**config.mk**
```make
export PLATFORM = sky130hd
export DESIGN_NAME = fibo_bcd_conv
export DESIGN_NICKNAME = d
export VERILOG_FILES = /design/src/rtl/fibo_bcd_conv.sv
export SDC_FILE = /design/constraint.sdc
export NUM_CORES = 1
export LEC_CHECK = 0
export CAP_MARGIN = 20
export CORE_UTILIZATION = 40
export CTS_CLUSTER_SIZE = 40
export DETAILED_ROUTE_END_ITERATION = 8
export PLACE_DENSITY = 0.59
export SLEW_MARGIN = 25
export SYNTH_ARGS = -nofsm -noshare
export SYNTH_HDL_FRONTEND = slang
export SYNTH_SLANG_ARGS = --single-unit
```
**constraint.sdc**
```tcl
create_clock -name clk -period 3.77 [get_ports clk]
set_clock_uncertainty 0.1 [all_clocks]
set_input_delay 0.754 -clock clk [delete_from_list [all_inputs] [get_ports clk]]
set_output_delay 0.754 -clock clk [all_outputs]
set_load 0.05 [all_outputs]
```
**src/rtl/fibo_bcd_conv.sv**
```systemverilog
// Sequential binary-to-BCD converter (double-dabble) for the Fibonacci stage.
// A one-entry hold register absorbs one input arriving mid-conversion; further arrivals are counted as drops.
module fibo_bcd_conv (
    input  logic        clk,
    input  logic        reset,
    input  logic [15:0] Fibo_out,
    input  logic        Fibo_valid,
    output logic [19:0] bcd_out,
    output logic        bcd_valid,
    output logic        busy,
    output logic [7:0]  drop_cnt
);

    typedef enum logic [1:0] {IDLE, SHIFT, DONE} state_t;

    state_t      state;
    logic [35:0] work;
    logic [4:0]  iter;
    logic [15:0] hold_val;
    logic        hold_full;

    function automatic logic [3:0] add3(input logic [3:0] d);
        return (d >= 4'd5) ? d + 4'd3 : d;
    endfunction

    // Each BCD nibble is corrected on its own (no carry between nibbles), then {BCD, binary} shifts left.
    function automatic logic [35:0] dabble_step(input logic [35:0] w);
        logic [35:0] a;
        a = w;
        for (int i = 0; i < 5; i++) begin
            a[16 + 4*i +: 4] = add3(w[16 + 4*i +: 4]);
        end
        return a << 1;
    endfunction

    function automatic logic [7:0] sat_inc(input logic [7:0] c);
        return (c == 8'hFF) ? c : c + 8'd1;
    endfunction

    assign busy = (state != IDLE);

    always_ff @(posedge clk or negedge reset) begin
        if (!reset) begin
            state     <= IDLE;
            work      <= '0;
            iter      <= '0;
            hold_val  <= '0;
            hold_full <= 1'b0;
            bcd_out   <= '0;
            bcd_valid <= 1'b0;
            drop_cnt  <= '0;
        end else begin
            bcd_valid <= 1'b0;
            case (state)
                IDLE: begin
                    if (Fibo_valid) begin
                        work  <= {20'd0, Fibo_out};
                        iter  <= '0;
                        state <= SHIFT;
                    end
                end
                SHIFT: begin
                    work <= dabble_step(work);
                    iter <= iter + 5'd1;
                    if (iter == 5'd15) begin
                        state <= DONE;
                    end
                    if (Fibo_valid) begin
                        if (!hold_full) begin
                            hold_val  <= Fibo_out;
                            hold_full <= 1'b1;
                        end else begin
                            drop_cnt <= sat_inc(drop_cnt);
                        end
                    end
                end
                DONE: begin
                    bcd_out   <= work[35:16];
                    bcd_valid <= 1'b1;
                    // The held value takes priority; a same-edge arrival refills the hold slot.
                    if (hold_full) begin
                        work  <= {20'd0, hold_val};
                        iter  <= '0;
                        state <= SHIFT;
                        if (Fibo_valid) begin
                            hold_val <= Fibo_out;
                        end else begin
                            hold_full <= 1'b0;
                        end
                    end else if (Fibo_valid) begin
                        work  <= {20'd0, Fibo_out};
                        iter  <= '0;
                        state <= SHIFT;
                    end else begin
                        state <= IDLE;
                    end
                end
                default: state <= IDLE;
            endcase
        end
    end

endmodule

```
* Yosys cells after proc, flatten, opt, wreduce, memory -nomap -nowiden
Index checks and enable logic that the tools add are counted.
** Operators by class
- Add/sub/neg operators :: 7
- Multipliers :: 0
- Div/mod/pow operators :: 0
- Order comparisons :: 5
- Equal/unequal tests :: 10
- Shift-type cells :: 0
- Multiplexer cells :: 26
- Bitwise logic cells :: 1
- Reduce and logical (&&, ||, !) cells :: 8
** Operator list (number)
- case mux 36 bit (3 select lines) :: 1
- two-way mux 36 bit :: 2
- two-way mux 16 bit :: 4
- case mux 16 bit (2 select lines) :: 1
- >= comparator 4 x 3 -> 1 bit, second input constant :: 5
- adder 4 x 2 -> 4 bit, second input constant :: 4
- two-way mux 4 bit :: 4
- case mux 5 bit (3 select lines) :: 1
- inequality test 2 bit, second input constant :: 6
- two-way mux 5 bit :: 2
- adder 8 x 1 -> 8 bit, second input constant :: 1
- equality test 8 bit, second input constant :: 1
- two-way mux 1 bit :: 6
- case mux 2 bit (3 select lines) :: 1
- adder 5 x 1 -> 5 bit, second input constant :: 1
- equality test 5 x 4 -> 1 bit, second input constant :: 1
- AND reduction 5 bit :: 1
- two-way mux 2 bit :: 2
- AND reduction 2 bit :: 2
- AND reduction 4 bit :: 1
- nonzero test 2 bit :: 2
- adder 3 x 2 -> 3 bit, second input constant :: 1
- two-way mux 3 bit :: 1
- nonzero test 3 bit :: 1
- other kinds (5) :: 5
** Storage, ports and cells
- Flip-flop bits (word level) :: 89
- Bits in latches :: 0
- Memory bits (writable) :: 0
- Bits in read-only memories :: 0
- Input bits :: 19
- Output and inout port bits :: 30
- Word-level logic and storage cells :: 65
- Memories kept :: 0

* Logic depth before layout (Yosys ltp)
- Depth in word-level cells :: 3
- Depth in mapped cells :: 9
- Gate-level depth less buffers :: 6

* Least setup slack after synthesis
No wires, ideal clock.
- Path type :: register to register
- Start point :: reg drop_cnt[0]
- End point :: reg drop_cnt[1]
- Library setup time :: 125 ps
- Arrival time :: 1691 ps
- Data required time :: 3545 ps
- Slack :: 1855 ps
- Cell stages (with the launch flop) :: 5
- Path buffers :: 0
- Clock period less this slack :: 1915 ps
- Path through :: dfrtp_1 > ha_1 > nand4_1 > o21ai_0 > mux2_2
** Between the ends
- Word-level cells in the longest chain between the ends :: 3
- Elaborated cells between the ends (all ways) :: 4
- Those cells by class :: add/sub: 1; eq/ne: 1; bitwise: 1; reduce/logical: 1
** RTL lines
- start: declaration :: line 11 : output logic [7:0] drop_cnt
- start signal: assignment :: line 73 : drop_cnt <= sat_inc(drop_cnt);
- parallel branches: the longest is 3 deep, another holds adder 8 x 1 -> 8 bit
Several ways; the timed one is not identified.
A chain may end at the register's enable or synchronous reset.

* Final worst setup path
- Start point :: reg state[0]
- End point :: out busy
** Between the ends
- Word-level cells in the longest chain between the ends :: 1
** RTL lines
- start: declaration :: line 16 : state_t state;
- start signal: assignment :: line 44 : state <= IDLE;
- start signal: assignment :: line 59 : state <= SHIFT;
- start signal: assignment :: line 66 : state <= DONE;
- nonzero test 2 bit :: line 40 : assign busy = (state != IDLE);
- end: declaration :: line 10 : output logic busy,
Every way passes these cells.

==> flow_summary.ini <==
[synthesis]
synth.area.mux_share_pct = 13.2
ys_ff_latch = 89
synth-warning-count = 0
synthAdderAreaFrac_pct = 5.22
synth_area_um2 = 4310
yosysSeqAreaShare_pct = 51.7
synth.distinct_cells = 42
synth.avg_cell_area_um2 = 12.2
synth_top_family_by_area = compound AO/OA/AOI/OAI gates
syn-num-nets = 389
synth-xor-area-share_pct = 1.22
yosys.area_share.simple_pct = 9.17
syn_inst = 352
synth_compound_area_share_pct = 15.5

[job]
drv_cap = 0

[setup_path]
worstPathRequired_ns = 2.92
arrival_ns = 2.01
critical_path.startpoint_type = flop
path_class = reg -> out
crit_path_end_kind = output pin
crit_path_max_fanout = 5

[die]
die_area_um2 = 11200
num_rows = 37
coreArea_um2 = 10400
io_pins = 49
initial_core_util_pct = 41.6
die_y_um = 106
die_w_um = 106

[sta]
setup_viol = 0
finalCritPeriodShare_pct = 76.1
report.final.slew_viol_count = 0
max_freq_mhz = 349
worst_pin_slew_ns = 0.707
finalHoldViolations = 0
rsz0062_at_grt = no
setup_ws_ns = 0.901
fin_tns_setup_ns = 0
fin_crit_ns = 2.87
max_slew_margin_pct = 52.7

[grt]
grt_pass1_wl_mm = 14.7
grt_antenna_before_repair = 0
grt_max_degree = 90
grt_pass1_vias = 3067
grt_use_total_pct = 16.6
grt_overflow = 0

[placed_design]
pre_cts_ws_ns = 1.01
gp_congestion = 0.747
port_buffers = 48
dp_hpwl_mm = 5.11
place_area_um2 = 4910

[route]
wire_per_inst_um = 15.5
route.met2.wl_mm = 4.01
wl_met1_mm = 3.97
drtPass1Iterations = 4
routed-wl-met3_um = 284
wirelength_mm = 8.37
routed.top_layer = met4
avgViaCountPerCell = 5.45
drt_iter0_drc = 101
drc_errors = 0
vias = 2948
detail-route-antenna-nets = 0

[hold_path]
hold_path_class = in -> async

[clock_network]
clock_path_buffers = 2
ctsResizeCount = 0
cts_setup_buffers = 0
cts_hold_buffers = 0
clock_latency_ns = 0.36
cts-buffers-inserted = 9
cts.clk_slew.worst_paths_ns = 0.09
cts_tree = built
cts_sinks = 89
ctsHtreeMaxLevel = 3
cts-root-buf = clkbuf_8

[power]
power_mw = 3.17
p_leak_nw = 2.34
peakVddDrop_mv = 0.354
power_density_nw_per_um2 = 618

[finish]
area_delta_synth_final_pct = 19.0
layout-drive-gt1-share_pct = 17.5
fin_area_um2 = 5130
num-fill-cells = 960
final_nets = 437
num_antenna_cells = 0

[status]
status = finished clean
==> sequential cells by signal (all words and copies together) (netlist names) <==
register,cells
hold_full,1
drop_cnt,8
iter,5
state,2
hold_val,16
work,36
bcd_out,20
bcd_valid,1
==> area by class of cell <==
class                   count  area (um2)  share of cell area (%)
clock inverters             6        88.8                    1.73
flip-flops and latches     89        2230                    43.4
well taps                 136         170                    3.32
multi-input cells         229        1910                    37.3
inverters                  18        67.6                    1.32
clock buffers              10         138                    2.68
repair buffers             53         528                    10.3
==> final timing paths <==
check | cells after the start | from | slack, ns | to
max | 4 | state[0]$_DFFE_PN0P_ | 0.90 | busy
min | 2 | reset | 0.32 | bcd_out[6]$_DFFE_PN0P_
max reg2reg | 6 | state[1]$_DFFE_PN0P_ | 1.52 | hold_val[3]$_DFFE_PN0P_
min reg2reg | 1 | iter[4]$_DFFE_PN0P_ | 0.40 | iter[4]$_DFFE_PN0P_
max in group asynchronous | 2 | reset | 2.89 | work[4]$_DFFE_PN0P_
min in group clk | 1 | iter[4]$_DFFE_PN0P_ | 0.40 | iter[4]$_DFFE_PN0P_
==> cell families after synthesis <==
| group | count (synthesis) |
|---|---|
| compound gates | 87 |
| buf+inv | 34 |
| xor+xnor | 6 |
| simple gates | 70 |
| mux | 48 |
| fa+ha+maj | 18 |
| flops | 89 |
==> routing by layer <==
layer | global-route usage, % | up-vias
met5 | 0 | -
met2 | 27.6 | 48
met1 | 21.2 | 1499
li1 | - | 1390
met4 | 5.85 | 0
met3 | 3.77 | 11
==> worst max-delay path, stage by stage, from the launching register on <==
cell and delay, ns:
dfrtp_1 0.44, inv_1 0.09, ha_1 0.20, inv_1 0.11, clkdlybuf4s50_1 0.81
==> layout by cell type (no fill, tap or decap), drive strengths merged <==
master         instances
nor2                  20
and2                   3
a22oi                 15
a221o                 15
a31oi                  1
dfrtp                 89
nor4b                  5
nand4                  2
clkdlybuf4s50         47
o21a                   2
o21bai                 1
clkinvlp               2
mux2                  42
o21ai                 14
clkbuf                10
bufinv                 2
a22o                  12
and3                   9
nor3b                  6
buf                    6
nand2                 10
xnor2                  6
inv                   19
a21oi                 14
nand3                  3
a211o                  6
ha                    18
clkinv                 1
or2                    1
o22a                   1
o2bb2ai                6
nand2b                 7
mux2i                  6
nor3                   4
==> stage by stage <==
stage	utilization (%)	hold slack, ns	std cells
6_report	49.5	0.324	541
5_1_grt	49.5	0.353	541
4_1_cts	49.5	0.328	541
3_5_place_dp	47.3	0.374	525
3_3_place_gp	47.3	0.372	525
2_1_floorplan	-	0.356	352
==> cell usage after synthesis <==
cell type	number	share of area (%)
a211o_1	6	1.2
a21oi_1	13	1.5
a21oi_2	1	0.20
a221o_1	15	3.5
a22o_1	12	2.4
a22oi_1	15	2.6
a31oi_1	1	0.15
and2_1	2	0.29
and2_4	1	0.20
and3_1	9	1.3
buf_1	1	0.087
buf_2	8	0.93
buf_4	1	0.17
buf_6	4	1.0
clkbuf_1	2	0.17
dfrtp_1	89	52
ha_1	18	5.2
inv_1	17	1.5
inv_2	1	0.087
mux2_1	1	0.26
mux2_2	31	8.1
mux2_4	10	3.5
mux2i_1	6	1.4
nand2_1	9	0.78
nand2_2	1	0.15
nand2b_1	7	1.0
nand3_1	3	0.35
nand4_1	2	0.29
nor2_1	20	1.7
nor3_1	2	0.23
nor3_2	1	0.23
nor3_4	1	0.38
nor3b_1	6	1.0
nor4b_1	5	1.0
o21a_1	2	0.35
o21ai_0	13	1.5
o21ai_4	1	0.38
o21bai_2	1	0.26
o22a_1	1	0.20
o2bb2ai_1	6	1.2
or2_1	1	0.15
xnor2_1	6	1.2
==> where the power goes <==
group | switching, mW | total, mW | leakage [nW] | internal (mW)
logic | 0.596 | 1.08 | 1.06 | 0.481
registers | 0.166 | 1.35 | 1.17 | 1.18
clock network | 0.352 | 0.744 | 0.109 | 0.392
No activity file was read; power rests on OpenSTA's default activity.
